**config.mk**
```make
export PLATFORM = sky130hd
export DESIGN_NAME = rr_arbiter8
export DESIGN_NICKNAME = d
export VERILOG_FILES = /design/src/rtl/rr_arbiter8.sv
export SDC_FILE = /design/constraint.sdc
export NUM_CORES = 1
export LEC_CHECK = 0
export BUFFER_PORTS_ARGS = -buffer_cell sky130_fd_sc_hd__buf_2
export CORE_MARGIN = 5
export CORE_UTILIZATION = 35
export CTS_CLUSTER_DIAMETER = 120
export CTS_CLUSTER_SIZE = 24
export DETAILED_ROUTE_END_ITERATION = 10
export PLACE_DENSITY = 0.57
export SLEW_MARGIN = 10
export SYNTH_ARGS = -nofsm -noshare
export SYNTH_HDL_FRONTEND = slang
export SYNTH_SLANG_ARGS = --single-unit
export TNS_END_PERCENT = 30
```
**constraint.sdc**
```tcl
create_clock -name clk -period 4.07 [get_ports clk]
set_input_delay 0.6105 -clock clk [delete_from_list [all_inputs] [get_ports clk]]
set_output_delay 0.6105 -clock clk [all_outputs]
set_load 0.01 [all_outputs]
```
**src/rtl/rr_arbiter8.sv**
```systemverilog
// Eight-way round-robin arbiter with a per-grant hold limit; grant appears one cycle after request.
// No backpressure: a holder keeps gnt until it drops req or hits MAX_HOLD, then the next requester takes over at that edge.
module rr_arbiter8 #(
  parameter int MAX_HOLD = 16
) (
  input  logic       clk,
  input  logic       rst_n,
  input  logic [7:0] req,
  output logic [7:0] gnt,
  output logic       gnt_valid,
  output logic       preempt
);

  typedef enum logic {IDLE, GRANT} state_t;

  localparam logic [7:0] HOLD_LAST = 8'(MAX_HOLD - 1);

  state_t     r_state;
  logic [2:0] r_ptr;
  logic [2:0] r_gidx;
  logic [7:0] r_hold_cnt;
  logic [7:0] r_gnt;
  logic       r_gnt_valid;
  logic       r_preempt;

  logic [2:0] w_next_ptr;
  logic [2:0] w_base;
  logic [2:0] w_sel;
  logic       w_hit;
  logic       w_keep;

  assign w_next_ptr = r_gidx + 3'd1;
  // A releasing grant searches from just past itself, so the outgoing holder is checked last.
  assign w_base     = (r_state == GRANT) ? w_next_ptr : r_ptr;
  assign w_keep     = (r_state == GRANT) && req[r_gidx] && (r_hold_cnt != HOLD_LAST);

  always_comb begin
    w_hit = 1'b0;
    w_sel = w_base;
    for (int k = 0; k < 8; k++) begin
      if (!w_hit && req[w_base + 3'(k)]) begin
        w_hit = 1'b1;
        w_sel = w_base + 3'(k);
      end
    end
  end

  always_ff @(posedge clk) begin
    if (!rst_n) begin
      r_state     <= IDLE;
      r_ptr       <= '0;
      r_gidx      <= '0;
      r_hold_cnt  <= '0;
      r_gnt       <= '0;
      r_gnt_valid <= 1'b0;
      r_preempt   <= 1'b0;
    end else begin
      r_preempt <= 1'b0;
      case (r_state)
        IDLE: begin
          if (w_hit) begin
            r_state     <= GRANT;
            r_gidx      <= w_sel;
            r_gnt       <= 8'd1 << w_sel;
            r_gnt_valid <= 1'b1;
            r_hold_cnt  <= '0;
          end
        end
        GRANT: begin
          if (w_keep) begin
            r_hold_cnt <= r_hold_cnt + 8'd1;
          end else begin
            // Holder still requesting here means the hold limit forced the release.
            r_ptr      <= w_next_ptr;
            r_preempt  <= req[r_gidx];
            r_hold_cnt <= '0;
            if (w_hit) begin
              r_gidx      <= w_sel;
              r_gnt       <= 8'd1 << w_sel;
              r_gnt_valid <= 1'b1;
            end else begin
              r_state     <= IDLE;
              r_gnt       <= '0;
              r_gnt_valid <= 1'b0;
            end
          end
        end
        default: r_state <= IDLE;
      endcase
    end
  end

  assign gnt       = r_gnt;
  assign gnt_valid = r_gnt_valid;
  assign preempt   = r_preempt;

endmodule

```
==> impl_metrics.env <==
export IMPL_initial_core_util_pct=35.5
export IMPL_grt_antenna_before_repair=0
export IMPL_setup_violations=0
export IMPL_core_um2=5850
export IMPL_final_common_cell="dfxtp_1"
export IMPL_clkLatencyLatePin_ps=270
export IMPL_grt_max_degree=16
export IMPL_n_antenna_cell=0
export IMPL_synthToLayoutAreaGrowth_pct=11.9
export IMPL_max_stage_delay_ps=450
export IMPL_syn_mean_instance_area_um2=8.96
export IMPL_synth_largest_area_cell="dfxtp_1"
export IMPL_vias_per_cell=5.77
export IMPL_io_buffers=19
export IMPL_vias=1886
export IMPL_end_kind="flip-flop"
export IMPL_max_vdd_ir_drop_v=0.000391
export IMPL_grt_usage_pct=14.7
export IMPL_synth_area_leaders="dfxtp_1 (24%), mux2i_1 (4.8%), nand3_1 (4.6%)"
export IMPL_fin_area_um2=2330
export IMPL_wire_per_inst_um=16.3
export IMPL_synth_cell_types=65
export IMPL_ant_nets=0
export IMPL_skew_ps=10.5
export IMPL_clockBufferDepth=2
export IMPL_synthArstFlopShare_pct=0
export IMPL_finalHoldViolations=0
export IMPL_max_cap_violations=0
export IMPL_drv_slew=0
export IMPL_drive_gt1_share_pct=24.2
export IMPL_die_x_um=87.1
export IMPL_hold_buffers=0
export IMPL_crit_fanout=6
export IMPL_cts_tree="done"
export IMPL_dp_hpwl_um=4060
export IMPL_dieHeight_um=87.1
export IMPL_crit_type="flip-flop to flip-flop"
export IMPL_netlist_area_um2=2080
export IMPL_yosys_warnings=0
export IMPL_place_congestion=0.860
export IMPL_fmax_mhz=265
export IMPL_p_per_area_nw_per_um2=751
export IMPL_cts_sink_count=25
export IMPL_leakage_nw=0.910
export IMPL_min_period_ps=3780
export IMPL_worst_pin_slew_ps=653
export IMPL_ys_dominant_reg_cell="dfxtp_1"
export IMPL_grt_pass1_wl_um=8940
export IMPL_status="finished clean"
export IMPL_cts_root_buf="clkbuf_8"
export IMPL_rsz0062_at_grt="no"
export IMPL_die_area_um2=7580
export IMPL_cts_max_level=1
export IMPL_first_iter_violations=83
export IMPL_fin_crit_sh_pct=92.8
export IMPL_cp_slowest_cell="a2111oi_2"
export IMPL_fin_setup_tns_ps=0
export IMPL_critical_path_startpoint_type="flip-flop"
export IMPL_clkTransAtPathRegs_ps=90
export IMPL_crit_chain="ha_1 > mux2i_4 > inv_4 > ha_2 > mux2_2 > o21ai_1 > mux2i_1 > a2111oi_2 > o41ai_2 > xnor2_2 > nor4b_4 > a32o_1"
export IMPL_rows=28
export IMPL_hp_class="flip-flop to flip-flop"
export IMPL_dpl_cell_area_um2=2250
export IMPL_slew_headroom_pct=56.3
export IMPL_io_pins=20
export IMPL_cp_required_ps=4280
export IMPL_synth_top_cell_area_share_pct=24.1
export IMPL_syn_nets=245
export IMPL_grt_overflow=0
export IMPL_synthCells=232
export IMPL_worstPathArrival_ps=3990
export IMPL_detail_route_first_pass_iterations=4
export IMPL_cts_made_buffers=3
export IMPL_drc=0
export IMPL_ys_seq_elements=25
export IMPL_nets=266
export IMPL_seq_area_frac_synth_pct=24.1
export IMPL_synth_edf_count=0
export IMPL_drt_wl_total_um=5320
export IMPL_cts_setup_buffers=0
export IMPL_first_global_vias=1817
export IMPL_post_cts_resized=0
export IMPL_layout_cells_most_common_list="dfxtp_1 (24), nor2_1 (22), nand3_1 (19), buf_2 (19), nand2_1 (17)"
[through the flow]
stage	cells	hold slack, ps	setup slack [ps]	util, %	power, mW
floorplan	232	446	115	-	1.30
global placement	323	448	266	38.5	1.57
detailed placement	323	450	85.1	38.5	1.56
CTS	327	463	64.5	39.3	1.71
global route	327	493	25.9	39.8	1.89
finish	327	458	293	39.8	1.75
[worst max-delay path, delay by kind of cell, from the launching register on]
family,cells,cell delay [ps]
fa+ha+maj,2,710
flops,1,420
buf+inv,1,40
simple gates,1,350
mux,3,780
xor+xnor,1,270
compound gates,4,1130
[logic make-up (layout without fill, tap and decap cells)]
family                   count (synthesis)  in the layout  share of synthesized area (%)
XOR/XNOR                                10             10                           5.48
buffers and inverters                   16             36                           4.39
AO/OA/AOI/OAI                           60             60                           22.5
multiplexers                            23             23                           16.6
adder cells (fa/ha/maj)                  3              3                           1.81
AND/OR/NAND/NOR                         95             95                           25.2
flip-flops                              25             25                           24.1
[final timing paths]
path,from,endpoint,slack (ps),cells after the start
max,r_gidx[1],gnt[7],290,12
min,gnt_valid,gnt_valid,460,2
max reg2reg,r_gidx[1],gnt[7],290,12
min reg2reg,gnt_valid,gnt_valid,460,2
[cell usage after synthesis, types with 3 or more instances]
cell      count
o211ai_1      3
ha_1          3
a21oi_1       8
and3_1        3
buf_2         3
nand2b_1      4
nor2b_1       3
a32o_1        7
mux4_2        4
o21ai_0      10
o211a_1       3
nor4_1        3
mux2_2        5
nor2_1       22
mux2i_1      10
nand4_1       5
a211oi_1      3
inv_1         4
nor3_1        3
xnor2_1       7
dfxtp_1      25
nand3_1      19
o21ai_1       4
nand2_1      17
[report_power, final]
| part | leakage (nW) | switching [mW] | internal (mW) | total [mW] |
|---|---|---|---|---|
| registers | 0.204 | 0.0398 | 0.295 | 0.334 |
| logic | 0.685 | 0.741 | 0.525 | 1.27 |
| clock network | 0.0217 | 0.0776 | 0.0694 | 0.147 |
[per-layer routing]
| layer | GRT usage (%) | wire, µm | up-vias |
|---|---|---|---|
| met5 | 0 | 0 | - |
| met4 | 5.95 | 143 | 0 |
| met3 | 3.03 | 345 | 15 |
| met2 | 22.2 | 2360 | 64 |
| met1 | 20.2 | 2470 | 874 |
| li1 | - | - | 933 |
[flip-flops by register name (all words and copies together), names as in the netlist]
name        flops
r_hold_cnt      8
r_gidx          3
r_state         1
gnt             8
r_ptr           3
preempt         1
gnt_valid       1
[layout make-up]
class / count / area [µm²]
clock buffers: 3 / 41.3
clock inverters: 1 / 7.51
fillers: 592 / 3520
inverters: 7 / 31.3
multi-input cells: 191 / 1510
flip-flops and latches: 25 / 502
well taps: 75 / 93.8
repair buffers: 25 / 140
Power figures use the tool's default switching activity.
